$ cat src/rtl/cnt_poll_master_pkg.sv
// Shared types and defaults for the counter poll master.
package cnt_poll_master_pkg;

  localparam int unsigned DEF_NUM_CNT = 5;
  localparam int unsigned DEF_CNT_W   = 5;
  localparam int unsigned DEF_IDX_W   = 3;
  localparam int unsigned DEF_TIMEOUT = 8;
  localparam int unsigned DEF_SUM_W   = 8;

  typedef enum logic [2:0] {
    S_IDLE  = 3'd0,
    S_ISSUE = 3'd1,
    S_WAIT  = 3'd2,
    S_NEXT  = 3'd3,
    S_DONE  = 3'd4
  } state_e;

  // LSB position of snapshot entry i in the flattened snap bus.
  function automatic int unsigned snap_lsb(input int unsigned i, input int unsigned w);
    return i * w;
  endfunction

endpackage

$ cat src/rtl/cnt_poll_master_timer.sv
// Response timeout down-counter: load on request, decrement while waiting.
module cnt_poll_master_timer #(
  parameter int unsigned TIMEOUT = 8
) (
  input  logic clk,
  input  logic reset,
  input  logic load,
  input  logic dec,
  output logic expired_c
);

  localparam int unsigned TW = $clog2(TIMEOUT + 1);

  logic [TW-1:0] count_q;
  logic [TW-1:0] count_d;

  always_comb begin
    count_d = count_q;
    if (load) begin
      count_d = TW'(TIMEOUT);
    end else if (dec && (count_q != '0)) begin
      count_d = count_q - TW'(1);
    end
  end

  // Last permitted wait cycle: a missing valid here means the index is dead.
  assign expired_c = (count_q == TW'(1));

  always_ff @(posedge clk) begin
    if (reset) begin
      count_q <= '0;
    end else begin
      count_q <= count_d;
    end
  end

endmodule

$ cat src/rtl/cnt_poll_master.sv
// Sweeps all counter indices over req/valid, snapshots each count and sums them.
module cnt_poll_master
  import cnt_poll_master_pkg::*;
#(
  parameter int unsigned NUM_CNT = DEF_NUM_CNT,
  parameter int unsigned CNT_W   = DEF_CNT_W,
  parameter int unsigned IDX_W   = DEF_IDX_W,
  parameter int unsigned TIMEOUT = DEF_TIMEOUT,
  parameter int unsigned SUM_W   = DEF_SUM_W
) (
  input  logic                     clk,
  input  logic                     reset,
  input  logic                     start,
  input  logic                     idle,
  input  logic                     valid,
  input  logic [CNT_W-1:0]         data,
  output logic                     req,
  output logic [IDX_W-1:0]         idx,
  output logic [NUM_CNT*CNT_W-1:0] snap,
  output logic [SUM_W-1:0]         total,
  output logic [NUM_CNT-1:0]       err_mask,
  output logic                     busy,
  output logic                     done
);

  state_e               state_q, state_d;
  logic [IDX_W-1:0]     idx_q, idx_d;
  logic [CNT_W-1:0]     snap_q [NUM_CNT];
  logic [CNT_W-1:0]     snap_d [NUM_CNT];
  logic [SUM_W-1:0]     total_q, total_d;
  logic [NUM_CNT-1:0]   err_q, err_d;
  logic                 busy_q, busy_d;
  logic                 done_q, done_d;
  logic                 req_c;
  logic                 tmr_load;
  logic                 tmr_dec;
  logic                 tmr_expired_c;

  cnt_poll_master_timer #(
    .TIMEOUT (TIMEOUT)
  ) u_timer (
    .clk       (clk),
    .reset     (reset),
    .load      (tmr_load),
    .dec       (tmr_dec),
    .expired_c (tmr_expired_c)
  );

  always_comb begin
    state_d  = state_q;
    idx_d    = idx_q;
    snap_d   = snap_q;
    total_d  = total_q;
    err_d    = err_q;
    busy_d   = busy_q;
    done_d   = 1'b0;
    req_c    = 1'b0;
    tmr_load = 1'b0;
    tmr_dec  = 1'b0;

    case (state_q)
      S_IDLE: begin
        if (start) begin
          state_d = S_ISSUE;
          idx_d   = '0;
          total_d = '0;
          err_d   = '0;
          busy_d  = 1'b1;
        end
      end

      S_ISSUE: begin
        if (idle) begin
          req_c    = 1'b1;
          tmr_load = 1'b1;
          state_d  = S_WAIT;
        end
      end

      // A valid on the last permitted cycle beats the timeout.
      S_WAIT: begin
        if (valid) begin
          for (int i = 0; i < NUM_CNT; i++) begin
            if (idx_q == IDX_W'(i)) begin
              snap_d[i] = data;
            end
          end
          total_d = total_q + SUM_W'(data);
          state_d = S_NEXT;
        end else begin
          tmr_dec = 1'b1;
          if (tmr_expired_c) begin
            for (int i = 0; i < NUM_CNT; i++) begin
              if (idx_q == IDX_W'(i)) begin
                snap_d[i] = '0;
                err_d[i]  = 1'b1;
              end
            end
            state_d = S_NEXT;
          end
        end
      end

      S_NEXT: begin
        if (idx_q == IDX_W'(NUM_CNT - 1)) begin
          state_d = S_DONE;
          done_d  = 1'b1;
        end else begin
          idx_d   = idx_q + IDX_W'(1);
          state_d = S_ISSUE;
        end
      end

      S_DONE: begin
        busy_d  = 1'b0;
        idx_d   = '0;
        state_d = S_IDLE;
      end

      default: begin
        state_d = S_IDLE;
      end
    endcase
  end

  always_ff @(posedge clk) begin
    if (reset) begin
      state_q <= S_IDLE;
      idx_q   <= '0;
      snap_q  <= '{default: '0};
      total_q <= '0;
      err_q   <= '0;
      busy_q  <= 1'b0;
      done_q  <= 1'b0;
    end else begin
      state_q <= state_d;
      idx_q   <= idx_d;
      snap_q  <= snap_d;
      total_q <= total_d;
      err_q   <= err_d;
      busy_q  <= busy_d;
      done_q  <= done_d;
    end
  end

  // The request strobe follows idle in the issue cycle itself.
  assign req      = req_c;
  assign idx      = idx_q;
  assign total    = total_q;
  assign err_mask = err_q;
  assign busy     = busy_q;
  assign done     = done_q;

  for (genvar g = 0; g < NUM_CNT; g++) begin : g_snap
    assign snap[snap_lsb(g, CNT_W) +: CNT_W] = snap_q[g];
  end

endmodule

$ cat config.mk
export PLATFORM = sky130hd
export DESIGN_NAME = cnt_poll_master
export DESIGN_NICKNAME = d
export VERILOG_FILES = /design/src/rtl/cnt_poll_master_pkg.sv /design/src/rtl/cnt_poll_master_timer.sv /design/src/rtl/cnt_poll_master.sv
export SDC_FILE = /design/constraint.sdc
export NUM_CORES = 1
export LEC_CHECK = 0
export CELL_PAD_IN_SITES_DETAIL_PLACEMENT = 0
export CELL_PAD_IN_SITES_GLOBAL_PLACEMENT = 1
export CORE_MARGIN = 10
export CORE_UTILIZATION = 38
export DETAILED_ROUTE_END_ITERATION = 12
export PLACE_DENSITY = 0.88
export SLEW_MARGIN = 0
export SYNTH_ARGS = -nofsm -noshare
export SYNTH_HDL_FRONTEND = slang
export SYNTH_SLANG_ARGS = --single-unit
export TNS_END_PERCENT = 1
$ cat constraint.sdc
create_clock -name clk -period 2.25 [get_ports clk]
set_input_delay 0.45 -clock clk [delete_from_list [all_inputs] [get_ports clk]]
set_output_delay 0.45 -clock clk [all_outputs]
set_load 0.02 [all_outputs]
# Word-level counts from Yosys, hierarchy flattened
# Cells that the tools add are included.
dict set report totals {
  ff_bits 50
  in_bits 10
  output_inout_bits 44
  wordCells 109
}
dict set report op_classes {
  addsub 3
  eq_ne 21
  n_mux 42
  n_bitwise 1
  n_reduce_logical 25
}
# cell count
set ops {}
lappend ops {{2-to-1 mux 5 bit} 13}
lappend ops {{2-to-1 mux 25 bit} 2}
lappend ops {{AND reduction 5 bit} 5}
lappend ops {{AND reduction 3 bit} 8}
lappend ops {{!= test 2 bit (second input constant)} 11}
lappend ops {{2-to-1 mux 3 bit} 7}
lappend ops {{2-to-1 mux 8 bit} 2}
lappend ops {{case mux 8 bit (2 select lines)} 1}
lappend ops {{== test 3 x 2 -> 1 bit (second input constant)} 4}
lappend ops {{case mux 3 bit (4 select lines)} 1}
lappend ops {{2-to-1 mux 1 bit} 11}
lappend ops {{case mux 5 bit (2 select lines)} 1}
lappend ops {{case mux 3 bit (3 select lines)} 1}
lappend ops {{adder 8 x 5 -> 8 bit} 1}
lappend ops {{2-to-1 mux 4 bit} 2}
lappend ops {{nonzero test 2 bit} 4}
lappend ops {{== test 3 x 1 -> 1 bit (second input constant)} 2}
lappend ops {{== test 3 bit (second input constant)} 2}
lappend ops {{logical NOT 3 bit} 2}
lappend ops {{== test 4 x 1 -> 1 bit (second input constant)} 1}
lappend ops {{nonzero test 4 bit} 1}
lappend ops {{OR reduction 2 bit} 2}
lappend ops {{subtractor 4 x 1 -> 4 bit (second input constant)} 1}
lappend ops {{adder 3 x 1 -> 3 bit (second input constant)} 1}
lappend ops {{other kinds (6)} 6}

# Depth between registers and ports, before layout
dict set report depth {
  ltp_word 5
  depth_mapped 6
  mapped_depth_nobuf 6
}

# Modules after synthesis
# From an unflattened synthesis, not the netlist that was laid out.
dict set report hier_totals {
  cells_unflattened 245
  area_unflattened_um2 2374.8
}
# module n_inst cells_each area_each_um2 seq_area_each_um2
set by_module_without_submodules {}
lappend by_module_without_submodules {cnt_poll_master 1 220 2139.6 920.9}
lappend by_module_without_submodules {cnt_poll_master_timer 1 25 235.2 80.1}

# Worst setup path after synthesis
# Ideal clock, no wire load.
dict set report synth_path {
  path_kind {input-to-reg}
  from {in data[0]}
  to {reg total_q[4], in the netlist total[4]}
  setup_ps 117
  arrival_time_ps 1687
  required_time_ps 2133
  path_slack_ps 446
  cell_stages 6
  path_cell_list {ha_1 -> fa_1 -> a21o_1 -> a211oi_1 -> nor2_1 -> a22o_1}
}
dict set report synth_via {
  elab_chain_cells 3
}
# element line
set synth_rtl {}
lappend synth_rtl {{from (decl)} cnt_poll_master.sv:16} ;# input logic [CNT_W-1:0] data,
lappend synth_rtl {{adder 8 x 5 -> 8 bit} cnt_poll_master.sv:88} ;# total_d = total_q + SUM_W'(data);
lappend synth_rtl {{2-to-1 mux 8 bit} cnt_poll_master.sv:82} ;# if (valid) begin
lappend synth_rtl {{case mux 8 bit (2 select lines)} cnt_poll_master.sv:61} ;# case (state_q)
lappend synth_rtl {{to (signal assigned)} cnt_poll_master.sv:139} ;# total_q <= total_d;
lappend synth_rtl {{to (decl)} cnt_poll_master.sv:30} ;# logic [SUM_W-1:0] total_q, total_d;
# No other way between the ends. The select of a mux whose other input is x is not followed.
# A chain may end at the register's enable or synchronous reset.

# Worst setup path after layout
dict set report layout_path {
  from {in idle}
  to {out req}
}
dict set report layout_via {
  elab_chain_cells 2
}
# element line
set layout_rtl {}
lappend layout_rtl {{from (decl)} cnt_poll_master.sv:14} ;# input logic idle,
lappend layout_rtl {{2-to-1 mux 1 bit} cnt_poll_master.sv:73} ;# if (idle) begin
lappend layout_rtl {{2-to-1 mux 1 bit} cnt_poll_master.sv:61}
lappend layout_rtl {{to (decl)} cnt_poll_master.sv:17} ;# output logic req,
# No other way between the ends.

==> results.md <==
- The flow ran to the end, and the final reports show no timing, DRC or antenna violations.
- Yosys printed 0 warnings.
- The number of enable flip-flop cells after synthesis is 0.
- Synthesis inferred 50 register bits.
- The die outline width is slightly below 100 microns.
- In the finished design, the share of the clock period the worst path needs comes to 0.9289.
- The number of standard cells after synthesis is between 200 and 250.
- The count of maximum capacitance violations is 0.
- After detailed routing, the number of vias per cell comes to roughly 5.
- The largest driver fanout on the critical path is 3.
- The top cell family by delay on the critical path is buffers and inverters.
- The number of buffers created by CTS is 5.
- The initial DRC count is between 60 and 70.
- The worst setup path is captured at an output pin.
- The clock latency on the worst-skew pair is ~310 ps.
- The worst path needs approximately 2100 ps of the cycle, external delays included.
- Setup slack on the critical path of the routed design comes to between 150 and 200 ps.
- The residual antenna-violating net count after detailed routing is 0.
- Relative to the synthesized area, the layout overhead comes to 32.74%.
- The number of distinct library cells after synthesis is 46.
- The core region is around 0.006 sq mm.
- Detailed placement finished with a half-perimeter wire length of 4488 microns.
- Across the routed clock network, the largest skew measured is ~10 ps.
- After synthesis, the share of flip-flops with an asynchronous set or reset is 0.
- Power comes to ~1800 uW.
- The path type of the worst setup path is primary input to output pin.
- The floorplan step defined a die boundary enclosing between 0.009 and 0.01 sq mm.
- The number of antenna diodes is 0.
- For this run, the register share of the synthesized area comes to 0.4211.
- The clock edge transition at the registers on the reported setup and hold paths is approximately 90 ps.
- The total of cells resized after clock tree synthesis is 1.
- For this design the top-level I/O count stands at 54.
- The number of detailed-routing iterations run before antenna repair is 4.
- The cell area after synthesis is approximately 0.0024 sq mm.
- The initial utilization of the core area, before any placement, comes to 0.3968.
- The H-tree depth is 2.
- The total number of placement rows is 28.
- The number of nets in the synthesized netlist is ~270.
- The smallest hold slack is roughly 460 ps.
- In the final design database the tool counted roughly 330 nets.
- Wires add up to approximately 5900 microns.
- The die is around 99 microns tall.
- The final-report max-slew violation count is 0.
- The most used flip-flop cell after synthesis is dfxtp_1.
- The maximum single-stage delay on the critical path is roughly 460 ps.
- The post-placement worst setup slack is -130.7 ps.
- The port buffer count is 53.
- Sorting the synthesized cells by area gives the leading types as dfxtp_1, mux2i_1, nor2_1.
- The maximum operating frequency is ~0.48 GHz.
- The number of hold buffers added after CTS was 0.
- The clock tree from TritonCTS is built.
- The leakage power total is ~0.0014 uW.
- The pin count of the biggest net entering global routing is 33.
- The filler cells instantiated in the layout total around 540.
- Across the VDD grid, the largest voltage drop is slightly above 0.0004 V.
- Walking the worst path, the cells encountered are clkdlybuf4s50_1, nor2b_1, and3b_1, dlygate4sd2_1.
- The overall global routing resource usage is 0.1237.
- The average routed wire per standard cell is around 15 microns.
- The number of global-route vias before repair is about 2000.
- The initial antenna violation count was 0.
- Measured against its own limit, the worst slew margin works out to 0.6932.
- Counting every sink on the clock net gives 50.
- Of the post-synthesis cell area, the dominant cell type holds 0.4211.
- The post-synthesis average cell area is approximately 9.7 sq um.
- The path class of the lowest-slack min-delay path is register to register.
- At the worst endpoint, the arrival time is approximately 1600 ps.
- The number of remaining DRC errors is 0.
- The final global-route overflow total is 0.
- The via total after detailed routing is 1939.
- The setup fix buffers added after clock tree synthesis is 0.
- The synthesized design spends more area on one cell type than any other, namely dfxtp_1.
- The total power divided by cell area is about 560 mW/mm^2.
- The combined buffer and inverter count along the critical path is 2.
- The launching element type of the critical path is a primary input.
- The transition time of the tightest slew-check pin is around 450 ps.
- The layout cell share with drive strength beyond 1 is 0.1068.
- The final hold violation count is 0.
- The required time of the worst setup path is between 1500 and 2000 ps.
- The number of buffers on the longest clock path is 2.
- Setup repair after global routing left no endpoint under its margin.
- The clock root buffer is clkbuf_8.
- The congestion estimate from routability-driven global placement came to between 0.7 and 0.8.
- The final-report setup violation count is 0.
- The slowest stage of the critical path is the clkdlybuf4s50_1 cell.
- The wire length of the first global-routing pass is 10090 microns.
==> final cells by class <==
cell class / count / area, sq um / area share
Inverter: 9 / 33.78 / 0.01071
Clock inverter: 3 / 45.04 / 0.01427
Tap cell: 75 / 93.84 / 0.02974
Clock buffer: 5 / 68.82 / 0.02181
Multi-Input combinational cell: 177 / 1294 / 0.4100
Timing Repair Buffer: 65 / 619.3 / 0.1963
Sequential cell: 50 / 1001 / 0.3172
==> worst paths after layout <==
check / from / slack [ps] / cells past startpoint / endpoint
setup / recovery: idle / 160 / 4 / req
hold / removal: err_mask[4]$_SDFFE_PP0P_ / 460 / 2 / err_mask[4]$_SDFFE_PP0P_
setup reg to reg: state_q[1]$_SDFFE_PP0P_ / 460 / 4 / snap[5]$_SDFFE_PP0P_
hold reg to reg: err_mask[4]$_SDFFE_PP0P_ / 460 / 2 / err_mask[4]$_SDFFE_PP0P_
==> state kept, by name, indices dropped and copies added, names as in the netlist <==
register and cells:
busy 1, done 1, err_mask 5, idx 3
snap 25, state_q 3, total 8, u_timer.count_q 4
==> cells by family after synthesis <==
family,Yosys count,share of synthesized area
muxes,32,0.1405
xor gates and xnor gates,5,0.01842
adders and majority gates,13,0.07158
buffers and inverters,19,0.03473
DFF,50,0.4211
AOI/OAI and AO/OA,35,0.1158
and+or+nand+nor,92,0.1979
==> worst reg2reg max path: stages (launching register included) <==
cell       delay [ps]
dfxtp_1           570
nor3b_4           460
o2111ai_2         350
mux2i_1           240
nor2_1             50
==> cells in the mapped netlist, types with 3 or more instances <==
master and n:
a211oi_1 5, a21oi_1 4, and2_1 7, buf_2 3
clkbuf_1 5, dfxtp_1 50, ha_1 12, inv_1 8
mux2i_1 30, nand2_1 16, nor2_1 45, nor3_1 4
o2111ai_2 3, o21ai_0 7, or3_1 3, xnor2_1 4
==> metal layers <==
layer | vias up | track usage | part of all wire | wire length, microns
met5 | - | 0 | 0 | 0
met1 | 901 | 0.1532 | 0.47 | 2771
li1 | 983 | - | - | -
met2 | 50 | 0.1909 | 0.43 | 2559
met4 | 0 | 0.03308 | 0.0098 | 58
met3 | 5 | 0.05398 | 0.085 | 501
==> power breakdown <==
group,total (uW),leakage [uW],switching (uW),internal [uW]
Sequential,910,0.000404,12.8,897
Combinational,202,0.000900,111,91.0
Clock,650,0.0000504,318,331
==> layout by cell type, fill, tap and decap left out, drive strengths merged, types with 3 or more instances in the layout <==
cell | netlist | routed
a21oi | 4 | 4
ha | 12 | 12
o211ai | 4 | 4
nand2 | 16 | 16
o2111ai | 3 | 3
nor3 | 5 | 5
a211oi | 5 | 5
clkdlybuf4s50 | 0 | 52
mux2i | 30 | 30
inv | 8 | 8
o21ai | 7 | 7
nor3b | 4 | 4
or3 | 3 | 3
and2 | 7 | 7
dfxtp | 50 | 50
clkbuf | 5 | 5
buf | 5 | 12
nor2 | 45 | 45
xnor2 | 4 | 4
==> through the flow <==
step | util | instances | TNS, ps | cell area (sq um)
finish | 0.5267 | 384 | 0 | 3156
global route | 0.5267 | 384 | 0 | 3156
CTS | 0.5267 | 384 | 0 | 3156
detailed placement | 0.5079 | 376 | -259.3 | 3043
global placement | 0.5079 | 376 | -162.3 | 3043
floorplan | - | 246 | 0 | 2377
No activity file was read; power rests on OpenSTA's default activity.
==> edit 1: new RTL, same flow settings <==
Put a register stage on the output `snap`, cleared by the reset. The value now appears one clock later. The other outputs are not delayed to match.
--- a/src/rtl/cnt_poll_master.sv
+++ b/src/rtl/cnt_poll_master.sv
@@ -22,6 +22,8 @@
   output logic                     busy,
   output logic                     done
 );
+
+  logic [NUM_CNT*CNT_W-1:0] snap_c;
 
   state_e               state_q, state_d;
   logic [IDX_W-1:0]     idx_q, idx_d;
@@ -152,7 +154,15 @@
   assign done     = done_q;
 
   for (genvar g = 0; g < NUM_CNT; g++) begin : g_snap
-    assign snap[snap_lsb(g, CNT_W) +: CNT_W] = snap_q[g];
+    assign snap_c[snap_lsb(g, CNT_W) +: CNT_W] = snap_q[g];
+  end
+
+  always_ff @(posedge clk) begin
+    if (reset) begin
+      snap <= '0;
+    end else begin
+      snap <= snap_c;
+    end
   end
 
 endmodule
Formal check against the unedited RTL: not equivalent (a bounded check fails within 4 cycles, from zero or initial values and one cycle with reset high).
==> edit 1 against the unedited design <==
  * Sequential cell count increased by 25
  * Clock skew down 4.0 ps
  * Routed wire length rose by 13%
  * Utilization is 0.42 points lower
  * Cell area rose by 22%
  * Area after synthesis increased by 23%
  * Setup slack better by 110 ps
  * Global-route usage fell by 0.48 points
  * Power up 58%
  * Largest cell class is now flip-flops and latches
==> edit 1: results (changes against the unedited design) <==
* Initial antenna violation count at 0 (unchanged)
* Postcts setup bufs at 0 (unchanged)
* Wire per inst at 14.1 um (-8.1%)
* Final setup fails at 0 (unchanged)
* Drt first pass iters at 5 (+1)
* Post-Syn Area per Cell at 9.69 um2 (+0.23%)
* CTS Root Cell: clkbuf_8
* First-pass GRT wire length at 11.2 mm (+11%)
* DR vias/cell at 4.87 (-3.6%)
* I/O Buffers at 53 (unchanged)
* Worst Path Arrival at 2250 ps (+610 ps)
* Async SR Flop Fraction at 0 (unchanged)
* DP Area at 3630 um2 (+19%)
* Post-synth cell types at 50 (+8.7%)
* Worst-path clk slew at 80 ps
* Cell Pwr Density at 723 nW/um2 (+30%)
* Seq/Total Area, Yosys at 0.513 (+0.0922)
* Dpl cells at 457 (+22%)
* Gr usage total at 0.119 (-0.00477)
* Least-Margin Pin Slew at 456 ps (+1.80 ps)
* RePlAce Congestion at 0.838 (+9.4%)
* Final net count at 392 (+18%)
* Commonest cells in the netlist: dfxtp_1, o21ai_0, nor2b_1
* Fillers at 679 (+26%)
* Primary flip-flop cell chosen by synthesis mapping: dfxtp_1
* 1st-iter DRT viols at 94 (+40%)
* Place WS at -74.3 ps (+56.5 ps)
* Vias in the first global route at 2240 (+13%)
* Status: finished clean
* Ys Warns at 0 (unchanged)
* TritonCTS Buffers at 9 (+4)
* Top cells by area, synth: dfxtp_1, o21ai_0, nor2b_1, ha_1, nor2_1
* H-tree Lvls at 3 (+1)
* Finished Layout Cells at 472 (+23%)
* Static Leak at 1.44 nW (+6.2%)
* Largest net degree at the start of global routing at 26 (-21%)
* Detailed placement HPWL at 4.98 mm (+11%)
* HP Class: flop to flop
* Clock Latency Late Sink at 340 ps (+30 ps)
* Max IR drop VDD at 0.000407 V (-1.1%)
* Synth Net Count at 325 (+21%)
* Setup TNS at 0 ps (unchanged)
* Bufs on Longest Clock Path at 2 (unchanged)
* Max Cap Viol at 0 (unchanged)
* Clock Skew at 6.10 ps (-4.05 ps)
* Share of post-route cells with drive strength above 1 at 0.113 (+0.00580)
[edit 1: cell count changes after synthesis, sizes merged, moves of 23 or more]
cell   change
nor2      -23
mux2i     -25
dfxtp     +25
nor2b     +26
o21ai     +51
[edit 1: cell families (layout without fill, tap and decap cells)]
family,Yosys count,after routing,share of synthesized area
flops,75,75,0.513
xor+xnor,5,5,0.0150
buf+inv,19,90,0.0265
fa+ha+maj,13,13,0.0582
compound gates,89,89,0.177
mux,7,7,0.0248
simple gates,94,94,0.185
[edit 1: per-layer routing]
metal | vias up | share of wire | wire (um) | global-route usage
met1 | 1037 | 0.44 | 2900 | 0.143
met2 | 63 | 0.48 | 3160 | 0.191
li1 | 1192 | - | - | -
met4 | 0 | 0.0072 | 48 | 0.0363
met3 | 5 | 0.081 | 542 | 0.0461
met5 | - | 0 | 0 | 0
[edit 1: final timing paths]
kind         endpoint  slack [ps]  startpoint  cells after the start
max          total[6]         270     data[0]                      7
min           snap[1]         460   snap_c[1]                      1
max reg2reg  total[6]         540    total[0]                      6
min reg2reg   snap[1]         460   snap_c[1]                      1
[edit 1: worst max-delay path: stages]
cell and delay [ps]:
clkdlybuf4s50_1 450, ha_1 240, fa_1 410, a211oi_1 220, nor2_1 70, o211ai_1 190, mux2i_1 210
[edit 1: cell type report]
type | instances | area share
inverter | 9 | 0.00877
multi-input combinational | 208 | 0.350
tap | 99 | 0.0322
clock buffer | 9 | 0.0322
clock inverter | 6 | 0.0234
timing repair buffer | 66 | 0.164
sequential | 75 | 0.390
[edit 1: report_power, final]
| group | internal [W] | switching (W) | total, W |
|---|---|---|---|
| registers | 0.00135 | 0.0000334 | 0.00138 |
| clock network | 0.000622 | 0.000488 | 0.00111 |
| logic | 0.000129 | 0.000161 | 0.000290 |
| total | 0.00210 | 0.000683 | 0.00278 |
==> edit 2: new RTL, same settings <==
Without the edit above. `DEF_NUM_CNT`: 5 -> 10.
--- a/src/rtl/cnt_poll_master_pkg.sv
+++ b/src/rtl/cnt_poll_master_pkg.sv
@@ -1,7 +1,7 @@
 // Shared types and defaults for the counter poll master.
 package cnt_poll_master_pkg;
 
-  localparam int unsigned DEF_NUM_CNT = 5;
+  localparam int unsigned DEF_NUM_CNT = 10;
   localparam int unsigned DEF_CNT_W   = 5;
   localparam int unsigned DEF_IDX_W   = 3;
   localparam int unsigned DEF_TIMEOUT = 8;
Ports: changed (resized err_mask and snap); port bits go from 54 to 84. The function was not compared with the original's and may differ.
==> edit 2 against the unedited design <==
  * Area after synthesis up 31%
  * Worst hold slack better by 7.7 ps
  * Register-to-register slack worse by 30 ps
  * Power up 51%
  * Critical path type unchanged
  * Cell area up 36%
  * Highest routed layer unchanged
  * Routed wire length up 40%
  * Sequential share of layout area up 0.12 points
  * Setup slack better by 86 ps
  * Maximum frequency up 4.3%
  * Largest power group unchanged
  * Sequential cell count up 18
==> edit 2: results (changes against the unedited design) <==
* # diodes at 0 (unchanged)
* 1st-iter DRT viols at 54 (-19%)
* RePlAce Congestion at 0.821 (+7.1%)
* Worst-path clk slew at 70 ps (-20 ps)
* WL final at 8.24 mm (+40%)
* Synth Area in XOR/XNOR at 0.00560 (-0.0128)
* Max IR drop VDD at 0.000311 V (-24%)
* First-pass GRT wire length at 13.5 mm (+34%)
* Place WS at -82.7 ps (+48.0 ps)
* TritonCTS Buffers at 9 (+4)
* Bufs on Longest Clock Path at 2 (unchanged)
* Total number of vias at 2536 (+31%)
* Compound-Gate Fraction of Synth Area at 0.125 (+0.00911)
* Least-Margin Pin Slew at 468 ps (+14.0 ps)
* Worst Path Arrival at 1550 ps (-90 ps)
* Largest net degree at the start of global routing at 40 (+21%)
* Worst hold stages at 1 (-1)
* Final net count at 421 (+27%)
* Worst setup path class: input port to primary output
* Static Leak at 1.90 nW (+41%)
* Hold WS at 469 ps (+7.68 ps)
* Seq/Total Area, Yosys at 0.436 (+0.0145)
* Post-synth cell types at 47 (+2.2%)
* Async SR Flop Fraction at 0 (unchanged)
* Drt first pass iters at 4 (unchanged)
* Detailed placement HPWL at 6.07 mm (+35%)
* Worst hold start: err_mask[5]
* Postcts setup bufs at 0 (unchanged)
* Clock Skew at 11.5 ps (+1.34 ps)
* Commonest cells in the netlist: dfxtp_1, nor2_1, mux2i_1
* Mux cell area share after synthesis at 0.158 (+0.0172)
* Top cells by area, synth: dfxtp_1, mux2i_1, nor2_1, ha_1, buf_4
* Clock Latency Late Sink at 350 ps (+40 ps)
* Hold worst-path end: err_mask[5]
* Fillers at 760 (+40%)
* Reg2reg path depth at 4 (unchanged)
* Post-Synth Adder-Cell Area at 0.0584 (-0.0131)
* Final Max Tran Viols at 0 (unchanged)
* Ys Warns at 0 (unchanged)
* Synth Net Count at 341 (+27%)
* Gr usage total at 0.133 (+0.00966)
* Crit Path Max Fanout at 2 (-1)
* Share of post-route cells with drive strength above 1 at 0.132 (+0.0250)
* Worst reg2reg endpoint: total[7]
* CP startpoint: idle
* Primary flip-flop cell chosen by synthesis mapping: dfxtp_1
* I/O Buffers at 83 (+57%)
* Reg2Reg Setup Slack at 430 ps (-30 ps)
* Number of flip-flops in the largest register at 40 (+60%)
* H-tree Lvls at 3 (+1)
* Vias in the first global route at 2587 (+30%)
* Status: finished clean
* NetSw at 0.000679 W (+54%)
[edit 2: cell type report]
type	count	area [um2]	area share
Multi-Input combinational cell	207	1560	0.364
Sequential cell	68	1360	0.318
Timing Repair Buffer	103	975	0.228
Tap cell	105	131	0.0307
Clock buffer	9	124	0.0289
Clock inverter	7	98.8	0.0231
Inverter	8	30.0	0.00702
[edit 2: worst max-delay path by stage]
stage | to | slack, ps | cells after the start
2_1_floorplan | total[6] | 450 | 6
3_3_place_gp | req | -20 | 4
3_5_place_dp | total[7] | -80 | 5
4_1_cts | req | 230 | 4
5_1_grt | req | 140 | 4
6_report | req | 250 | 4
[edit 2: critical path, cell delays in order]
cell	delay [ps]
clkdlybuf4s50_1	470
nand2_1	70
nor3_1	190
dlygate4sd2_1	370
[edit 2: power groups by stage]
stage	clock network, W	registers (W)	logic [W]
2_1_floorplan	0	0.00127	0.000182
3_3_place_gp	0	0.00127	0.000291
3_5_place_dp	0	0.00128	0.000293
4_1_cts	0.00115	0.00125	0.000293
5_1_grt	0.00119	0.00125	0.000322
6_report	0.00112	0.00125	0.000291
[edit 2: metrics by stage]
step	instance area [um2]	util	cells	setup TNS (ps)
after floorplan	3130	-	317	0
after global placement	4060	0.501	491	-34.8
after detailed placement	4060	0.501	491	-221
after CTS	4280	0.529	507	0
after global routing	4280	0.529	507	0
final	4280	0.529	507	0
[edit 2: what timing repair did]
item                                    4_1_cts  5_1_grt
hold buffers                                  0        0
gates resized for setup                       2        0
hold endpoints to repair                      0        0
endpoints found under the setup margin        1        0
[edit 2: per-layer routing]
layer / track usage / vias up / part of all wire
met3: 0.0519 / 10 / 0.081
met1: 0.158 / 1196 / 0.44
met2: 0.207 / 74 / 0.46
met4: 0.0625 / 0 / 0.016
met5: 0 / - / 0
li1: - / 1256 / -
